--- config.mk ---
export PLATFORM = sky130hd
export DESIGN_NAME = word_serializer_flat
export DESIGN_NICKNAME = d
export VERILOG_FILES = /design/src/rtl/word_serializer_if.sv /design/src/rtl/word_serializer.sv /design/src/flat_wrapper.sv
export SDC_FILE = /design/constraint.sdc
export NUM_CORES = 1
export LEC_CHECK = 0
export BUFFER_PORTS_ARGS = -buffer_cell sky130_fd_sc_hd__clkbuf_2
export CELL_PAD_IN_SITES_DETAIL_PLACEMENT = 0
export CELL_PAD_IN_SITES_GLOBAL_PLACEMENT = 1
export CORE_UTILIZATION = 41
export CTS_BUF_LIST = sky130_fd_sc_hd__clkbuf_16
export CTS_CLUSTER_DIAMETER = 120
export CTS_CLUSTER_SIZE = 30
export DETAILED_ROUTE_END_ITERATION = 8
export GPL_ROUTABILITY_DRIVEN = 0
export GPL_TIMING_DRIVEN = 0
export HOLD_SLACK_MARGIN = 0.03
export PLACE_DENSITY = 0.92
export SLEW_MARGIN = 20
export SYNTH_ARGS = -nofsm -noshare
export SYNTH_HDL_FRONTEND = slang
export SYNTH_SLANG_ARGS = --single-unit
--- constraint.sdc ---
create_clock -name clk -period 2.91 [get_ports clk]
set_clock_uncertainty 0.2 [all_clocks]
set_input_delay 0.4365 -clock clk [delete_from_list [all_inputs] [get_ports clk]]
set_output_delay 0.4365 -clock clk [all_outputs]
set_load 0.01 [all_outputs]
--- src/rtl/word_serializer_if.sv ---
// Word-in / lane-out channel bundle for the word serializer.
// slave: the serializer's view. master: the producer/consumer side (bench or neighbours).
interface word_serializer_if #(
  parameter int DATA_W = 32,
  parameter int LANE_W = 8
);
  logic [DATA_W-1:0] in_data;
  logic              in_valid;
  logic              in_ready;
  logic [LANE_W-1:0] lane_data;
  logic              lane_valid;
  logic              lane_ready;
  logic              lane_first;
  logic              lane_last;
  logic              busy;

  modport slave (
    input  in_data, in_valid, lane_ready,
    output in_ready, lane_data, lane_valid, lane_first, lane_last, busy
  );

  modport master (
    output in_data, in_valid, lane_ready,
    input  in_ready, lane_data, lane_valid, lane_first, lane_last, busy
  );
endinterface

--- src/rtl/word_serializer.sv ---
// Word-to-lane serializer: takes a DATA_W word on a valid/ready handshake and
// emits it as DATA_W/LANE_W beats with first/last framing and full backpressure.
// Back-to-back words stream with no bubble: the next word loads on the last beat.
module word_serializer #(
  parameter int DATA_W    = 32,
  parameter int LANE_W    = 8,
  parameter int MSB_FIRST = 1
) (
  input  logic              clk,
  input  logic              rst,
  word_serializer_if.slave  bus
);
  localparam int BEATS = DATA_W / LANE_W;
  localparam int CNT_W = (BEATS > 1) ? $clog2(BEATS) : 1;
  localparam logic [CNT_W-1:0] LAST_CNT = CNT_W'(BEATS - 1);

  // Reject geometries that cannot be split into at least two whole beats.
  if ((DATA_W % LANE_W) != 0 || BEATS < 2) begin : g_bad_geometry
    $error("word_serializer: DATA_W must be a multiple of LANE_W with at least 2 beats");
  end

  typedef enum logic {IDLE, SEND} state_t;

  state_t            state_q, state_d;
  logic [CNT_W-1:0]  cnt_q, cnt_d;
  logic [DATA_W-1:0] sr_q, sr_d;

  logic              is_last;
  logic              beat_xfer;
  logic [DATA_W-1:0] sr_shifted;
  logic [LANE_W-1:0] out_slice;

  assign is_last    = (state_q == SEND) && (cnt_q == LAST_CNT);
  assign beat_xfer  = (state_q == SEND) && bus.lane_ready;
  // Shift toward whichever end feeds the lane; vacated bits fill with zero.
  assign sr_shifted = (MSB_FIRST != 0) ? (sr_q << LANE_W) : (sr_q >> LANE_W);
  assign out_slice  = (MSB_FIRST != 0) ? sr_q[DATA_W-1 -: LANE_W] : sr_q[LANE_W-1:0];

  // State register: FSM state, beat counter and shift register.
  always_ff @(posedge clk or posedge rst) begin
    if (rst) begin
      state_q <= IDLE;
      cnt_q   <= '0;
      sr_q    <= '0;
    end else begin
      state_q <= state_d;
      cnt_q   <= cnt_d;
      sr_q    <= sr_d;
    end
  end

  // Next-state: load on accept, shift/count per transferred beat, reload on last beat.
  always_comb begin
    state_d = state_q;
    cnt_d   = cnt_q;
    sr_d    = sr_q;
    unique case (state_q)
      IDLE: begin
        if (bus.in_valid) begin
          sr_d    = bus.in_data;
          cnt_d   = '0;
          state_d = SEND;
        end
      end
      SEND: begin
        if (beat_xfer) begin
          if (is_last) begin
            cnt_d = '0;
            if (bus.in_valid) begin
              sr_d = bus.in_data;
            end else begin
              sr_d    = sr_shifted;
              state_d = IDLE;
            end
          end else begin
            sr_d  = sr_shifted;
            cnt_d = cnt_q + 1'b1;
          end
        end
      end
      default: state_d = IDLE;
    endcase
  end

  // Outputs: lane framing from state/counter; in_ready held low while in reset.
  always_comb begin
    bus.lane_valid = (state_q == SEND);
    bus.lane_first = (state_q == SEND) && (cnt_q == '0);
    bus.lane_last  = is_last;
    bus.lane_data  = (state_q == SEND) ? out_slice : '0;
    bus.busy       = (state_q == SEND);
    bus.in_ready   = !rst && ((state_q == IDLE) || (bus.lane_ready && is_last));
  end
endmodule

--- src/flat_wrapper.sv ---
// flat-port wrapper written by rule: the top's interface ports become plain ports
module word_serializer_flat 
#(
  parameter int DATA_W    = 32,
  parameter int LANE_W    = 8,
  parameter int MSB_FIRST = 1
)
  (clk, rst, bus_in_data, bus_in_valid, bus_lane_ready, bus_in_ready, bus_lane_data, bus_lane_valid, bus_lane_first, bus_lane_last, bus_busy);
  word_serializer_if #(.DATA_W(DATA_W), .LANE_W(LANE_W)) bus_i ();
  input  logic clk;
  input  logic rst;
  input wire logic [$bits(bus_i.in_data)-1:0] bus_in_data;
  input wire logic [$bits(bus_i.in_valid)-1:0] bus_in_valid;
  input wire logic [$bits(bus_i.lane_ready)-1:0] bus_lane_ready;
  output wire logic [$bits(bus_i.in_ready)-1:0] bus_in_ready;
  output wire logic [$bits(bus_i.lane_data)-1:0] bus_lane_data;
  output wire logic [$bits(bus_i.lane_valid)-1:0] bus_lane_valid;
  output wire logic [$bits(bus_i.lane_first)-1:0] bus_lane_first;
  output wire logic [$bits(bus_i.lane_last)-1:0] bus_lane_last;
  output wire logic [$bits(bus_i.busy)-1:0] bus_busy;
  assign bus_i.in_data = bus_in_data;
  assign bus_i.in_valid = bus_in_valid;
  assign bus_i.lane_ready = bus_lane_ready;
  assign bus_in_ready = bus_i.in_ready;
  assign bus_lane_data = bus_i.lane_data;
  assign bus_lane_valid = bus_i.lane_valid;
  assign bus_lane_first = bus_i.lane_first;
  assign bus_lane_last = bus_i.lane_last;
  assign bus_busy = bus_i.busy;
  word_serializer #(.DATA_W(DATA_W), .LANE_W(LANE_W), .MSB_FIRST(MSB_FIRST)) u_core (.clk(clk), .rst(rst), .bus(bus_i));
endmodule
==> results.py, run 1 <==
metrics = {
    "setup_path": {
        "crit_fanout": 6,
        "worst-endpoint-required_ps": 2270,
        "timing.critical_path.arrival_ps": 1380,
        "critPathLaunchType": "flip-flop",
        "worst_setup_end_kind": "output port",
        "worst-setup-path-type": "reg2out",
    },
    "routing": {
        "via_count": 1398,
        "drt_first_iter_violations": 26,
        "route.detailed.drc": 0,
        "via_per_inst": 4.91,
        "wirelength_routed_mm": 3.52,
        "postRouteAntennaNets": 0,
        "first_pass_iters": 4,
        "routed_wire_length_per_instance_um": 12.3,
    },
    "floorplanning": {
        "io-pin-count": 49,
        "floorplan_die_height_um": 66.5,
        "core_area_sq_um": 4000,
        "core.rowCount": 23,
        "fp.dieArea_sq_um": 4420,
        "die_x_um": 66.5,
        "floorplan.initialDensity_pct": 42.6,
    },
    "placed_design": {
        "dpl_cell_area_sq_um": 2010,
        "io_buffers": 48,
        "place.detailed.hpwl_mm": 2.60,
    },
    "power": {
        "power.density_cell_area_nw_per_um2": 937,
        "power_mw": 2.04,
        "static_leakage_nw": 1.05,
        "worst_ir_drop_vdd_mv": 0.514,
    },
    "synth": {
        "yosys.cell_count.top_type": "a21oi_1",
        "synth.area.top_cells": "dfrtp_1 51%, a21oi_1 14%, nand2_1 5.5%, nor2_1 5.5%, a22o_2 4.7%",
        "synth_nets": 217,
        "postSynth.asyncResetShare_pct": 100,
        "synth_instances": 179,
        "synth_top_cell_area_share_pct": 51.4,
        "yosys_warnings": 0,
        "post_synth_edffs": 0,
        "netlist-cell-type-count": 23,
        "synth_top_cells_by_count": "46 x a21oi_1, 35 x dfrtp_1, 25 x nand2_1, 25 x nor2_1, 10 x and2_1",
        "synthFlopType": "dfrtp_1",
        "synth-seq-cells": 35,
        "synth.yosys.seq_area_share_pct": 51.4,
        "syn_avg_cell_area_sq_um": 9.52,
        "synth_area_leader_cell": "dfrtp_1",
        "syn_area_sq_um": 1700,
    },
    "sta": {
        "final_hold_viol_count": 0,
        "setup_viol_count_final": 0,
        "slew-limit-headroom_pct": 51.2,
        "timing.final.crit_share_pct": 69.2,
        "fin_crit_ps": 2010,
        "tightest_slew_ps": 731,
        "grt_setup_unrepaired": "false",
        "fmaxAchievable_mhz": 497,
        "slew_viol_final": 0,
        "setup-tns-final_ps": 0,
    },
    "clocking": {
        "number_of_hold_buffers_added_after_cts": 0,
        "tritoncts.num_buffers": 5,
        "clock_latency_ps": 280,
        "cts_num_sinks": 35,
        "ctsLongestPathBuffers": 2,
        "cts_tree": "yes",
        "ctsResizeCount": 0,
        "root_buffer_cell": "clkbuf_16",
        "post_cts_clock_slew_at_the_launch_and_capture_registers_of_the_worst_setup_and_hold_paths_ps": 50,
        "cts_setup_buffers": 0,
        "htree_num_levels": 2,
    },
    "finish": {
        "finish.net_count": 272,
        "area_delta_synth_final_pct": 27.7,
        "post_route_cells_drive_above_1_share_pct": 35.3,
        "antenna_cells": 0,
        "fin_area_sq_um": 2180,
    },
    "global_route": {
        "grt_remaining_overflow": 0,
        "track_usage_pct": 18.4,
        "grt_first_pass_wirelength_mm": 5.99,
        "grt_pass1_vias": 1337,
        "antenna_found_initial": 0,
        "grt_start_max_net_pins": 36,
    },
    "outcome": {
        "run_status": "completed",
    },
    "run": {
        "cap_viol_max_count": 0,
    },
    "hold_path": {
        "hold_class": "in2async",
    },
}
## layer usage
layer,track usage (%),wire length (um),part of all wire (%),vias to the layer above
met5,0,0,0,-
met4,5.59,32,0.91,0
li1,-,-,-,720
met1,23.3,1720,49,634
met3,5.48,179,5.1,4
met2,30.2,1590,45,40
## registers in the layout (all words and copies together), names as in the netlist
name,count
u_core.bus.busy,1
u_core.cnt_q,2
u_core.sr_q,32
## worst paths after layout
path	from	cells past startpoint	slack [ps]	endpoint
setup / recovery	u_core.cnt_q[0]	4	900	bus_in_ready
hold / removal	rst	2	80	u_core.sr_q[9]
setup reg to reg	u_core.cnt_q[0]	5	1180	u_core.sr_q[27]
hold reg to reg	u_core.sr_q[0]	1	320	u_core.sr_q[0]
max in group asynchronous	rst	2	1960	u_core.sr_q[31]
min in group clk	bus_in_data[24]	3	170	u_core.sr_q[24]
## critical path, stage by stage (launching register included)
cell and delay [ps]:
dfrtp_1 390, ha_1 290, a21boi_0 240, nor2_1 60, clkbuf_2 120
## cell usage in the layout (no fill, tap or decap), types with 2 or more instances in the layout
cell type	instances
nand2_1	25
inv_1	3
a21oi_1	46
buf_2	4
a22o_2	8
dfrtp_1	35
buf_6	6
and2_1	10
clkbuf_2	48
nor2_1	25
ha_1	2
a21oi_2	2
clkbuf_16	5
## power breakdown
part           switching, mW  internal (mW)  total [mW]
logic                  0.363          0.320       0.683
registers             0.0949          0.663       0.758
clock network          0.195          0.403       0.598
## cell type report
| type | count | area (sq um) |
|---|---|---|
| clock inverter | 3 | 43.8 |
| sequential | 35 | 876 |
| tap | 50 | 62.6 |
| multi-input combinational | 128 | 714 |
| clock buffer | 5 | 125 |
| timing repair buffer | 48 | 240 |
| inverter | 4 | 15.0 |
| fill | 374 | 1820 |
| buffer | 12 | 98.8 |
## cells by family after synthesis
group                      after synthesis  synth area share (%)
AOI/OAI and AO/OA                       61                  22.2
adders and majority gates                2                  1.47
buffers and inverters                   16                  6.68
DFF                                     35                  51.4
muxes                                    2                  2.20
and+or+nand+nor                         63                  16.1
## per-stage QoR
step | instances | util (%) | setup slack, ps | hold WS [ps]
6_report | 285 | 54.4 | 897 | 84.6
5_1_grt | 285 | 54.4 | 811 | 137
2_1_floorplan | 179 | - | 1340 | 277
3_5_place_dp | 277 | 50.2 | 1170 | 300
3_3_place_gp | 277 | 50.2 | 1020 | 291
4_1_cts | 285 | 54.4 | 882 | 110
(Power assumes the default switching activity.)
==> run 2, diff against run 1 <==
ABC_AREA = 1   (was unset)
CORE_UTILIZATION = 34   (was 41)
PLACE_DENSITY = 0.84   (was 0.92)
clock period = 1.63 ns   (was 2.91 ns; I/O delays follow)
==> results.py, run 2 <==
metrics = {
    "sta": {
        "grt_setup_unrepaired": "true",
        "setup-tns-final_ps": -2.43,
        "fmaxAchievable_mhz": 613,
        "timing.hold.ws_ps": 60.9,
        "slew-limit-headroom_pct": 50.2,
        "final.setup.worst_slack_ps": -2.43,
        "setup_viol_count_final": 1,
        "tightest_slew_ps": 745,
        "fin_crit_ps": 1630,
        "slew_viol_final": 0,
        "timing.final.crit_share_pct": 100,
        "final_hold_viol_count": 0,
    },
    "global_route": {
        "grt_first_pass_wirelength_mm": 8.28,
        "track_usage_pct": 17.2,
        "grt_remaining_overflow": 0,
        "grt_start_max_net_pins": 36,
        "grt_pass1_vias": 1835,
        "antenna_found_initial": 0,
    },
    "routing": {
        "route.detailed.drc": 0,
        "routed_wire_length_per_instance_um": 11.3,
        "drt_first_iter_violations": 117,
        "postRouteAntennaNets": 0,
        "wirelength_routed_mm": 4.85,
        "first_pass_iters": 4,
        "via_per_inst": 4.48,
        "via_count": 1923,
    },
    "synth": {
        "synth_top_cell_area_share_pct": 43.6,
        "yosys.cell_count.top_type": "nand3_1",
        "simple_logic_cell_fraction_of_the_synthesized_area_pct": 36.4,
        "syn_avg_cell_area_sq_um": 7.03,
        "post_synth_edffs": 0,
        "syn_area_sq_um": 2010,
        "synth_top_family_by_area": "simple AND/OR/NAND/NOR gates",
        "synth_xor_area_share_pct": 0,
        "synth_mux_area_share_pct": 0,
        "synth-seq-cells": 35,
        "yosys_warnings": 0,
        "synth_area_leader_cell": "dfrtp_1",
        "postSynth.asyncResetShare_pct": 100,
        "synth-compound-area-share_pct": 1.12,
        "yosys.area_share.adder_pct": 1.25,
        "synthFlopType": "dfrtp_1",
        "netlist-cell-type-count": 11,
        "synth.area.top_cells": "dfrtp_1 44%, nand3_1 22%, nand2_1 13%, inv_1 12%, buf_4 3.0%",
        "synth_instances": 286,
        "synth.yosys.seq_area_share_pct": 43.6,
        "synth_nets": 324,
        "synth_top_cells_by_count": "90 x nand3_1, 68 x nand2_1, 64 x inv_1",
    },
    "power": {
        "worst_ir_drop_vdd_mv": 0.559,
        "power.density_cell_area_nw_per_um2": 1450,
        "power_mw": 3.92,
        "static_leakage_nw": 1.66,
    },
    "placed_design": {
        "place.detailed.hpwl_mm": 3.35,
        "io_buffers": 48,
    },
    "clocking": {
        "htree_num_levels": 2,
        "tritoncts.num_buffers": 5,
        "post_cts_clock_slew_at_the_launch_and_capture_registers_of_the_worst_setup_and_hold_paths_ps": 50,
        "ctsLongestPathBuffers": 2,
        "cts_num_sinks": 35,
        "cts_tree": "yes",
        "clock_latency_ps": 280,
        "root_buffer_cell": "clkbuf_16",
    },
    "finish": {
        "max_flop_register": "u_core.sr_q",
        "post-route-util_pct": 48.1,
        "area_delta_synth_final_pct": 34.2,
        "post_route_cells_drive_above_1_share_pct": 24.6,
        "antenna_cells": 0,
        "layout.cells.most_common": "nand3_1",
        "layout.cells.most_common_list": "90 x nand3_1, 65 x nand2_1, 63 x inv_1",
        "largest_register_ffs": 32,
        "finish.net_count": 394,
    },
    "floorplanning": {
        "core.rowCount": 27,
        "floorplan.initialDensity_pct": 35.8,
        "floorplan_die_height_um": 78.9,
        "core_area_sq_um": 5610,
        "io-pin-count": 49,
        "die_x_um": 78.9,
        "fp.dieArea_sq_um": 6220,
    },
    "outcome": {
        "run_status": "finished, violations left",
        "failed_checks": "setup timing",
    },
    "setup_path": {
        "worst_setup_end_kind": "output port",
        "worst-endpoint-required_ps": 1190,
        "crit_fanout": 4,
        "timing.critical_path.slowest_stage_cell": "dfrtp_1",
        "critPathLaunchType": "flip-flop",
        "crit_chain": "buf_6, buf_8, a21oi_2, buf_2",
        "critical_path.max_stage_delay_ps": 400,
        "timing.critical_path.arrival_ps": 1190,
        "worst-setup-path-type": "reg2out",
    },
    "hold_path": {
        "hold_class": "in2reg",
    },
    "run": {
        "cap_viol_max_count": 0,
    },
}
[run 2: cell types whose count changed after synthesis, moves of 8 or more]
| cell | before | now |
|---|---|---|
| a21oi_1 | 46 | 1 |
| and2_1 | 10 | 0 |
| a22o_2 | 8 | 0 |
| nand2_1 | 25 | 68 |
| inv_1 | 4 | 64 |
| nor2_1 | 25 | 0 |
| nand3_1 | 0 | 90 |
[run 2: cell type report]
class	count	area [sq um]
fill	598	2910
sequential	35	876
buffer	19	155
inverter	64	240
clock buffer	5	125
tap	72	90.1
multi-input combinational	168	822
clock inverter	3	11.3
timing repair buffer	63	378
[run 2: metrics by stage]
stage / cells / instance area (sq um) / worst slack (ps)
2_1_floorplan: 286 / 2010 / 182
3_3_place_gp: 406 / 2340 / -112
3_5_place_dp: 406 / 2340 / -0.535
4_1_cts: 428 / 2650 / 2.99
5_1_grt: 429 / 2700 / -41.0
6_report: 429 / 2700 / -2.43
[run 2: worst max-delay path, delay by kind of cell (launching register included)]
family / cells / cell delay, ps
flops: 1 / 400
buf+inv: 3 / 390
compound gates: 1 / 120
[run 2: where the power goes]
| group | switching (mW) | total [mW] | internal, mW | leakage (nW) |
|---|---|---|---|---|
| registers | 0.184 | 1.39 | 1.20 | 0.458 |
| clock network | 0.346 | 0.895 | 0.549 | 0.0701 |
| logic | 0.907 | 1.64 | 0.730 | 1.13 |
[run 2: cell families (layout without fill, tap and decap cells)]
kind of cell / Yosys count / after routing
compound gates: 4 / 4
fa+ha+maj: 2 / 2
buf+inv: 83 / 154
flops: 35 / 35
simple gates: 162 / 162
[run 2: worst paths after layout]
path	cells after the start	from	endpoint	slack [ps]
max in group asynchronous	3	rst	u_core.sr_q[6]	290
min in group asynchronous	3	rst	u_core.cnt_q[0]	460
max	4	u_core.bus.busy	bus_in_ready	-2
min reg2reg	2	u_core.sr_q[9]	u_core.sr_q[9]	300
min	5	bus_in_data[20]	u_core.sr_q[20]	60
max reg2reg	6	u_core.bus.busy	u_core.sr_q[25]	140
[run 2: metal layers]
layer  vias up  part of all wire, %  global-route usage [%]
met5         -                    0                       0
met4         0                  1.3                    4.91
met3         6                  4.0                    3.91
met2        46                   47                    29.4
met1       856                   48                    21.7
li1       1015                    -                       -
[run 2: timing repair]
item	CTS	global route
cloned	0	0
pin swaps	1	2
hold buffers	10	0
gates resized for setup	10	17
setup buffers	4	1
setup endpoints to repair	12	36
endpoints found under the hold margin	44	0
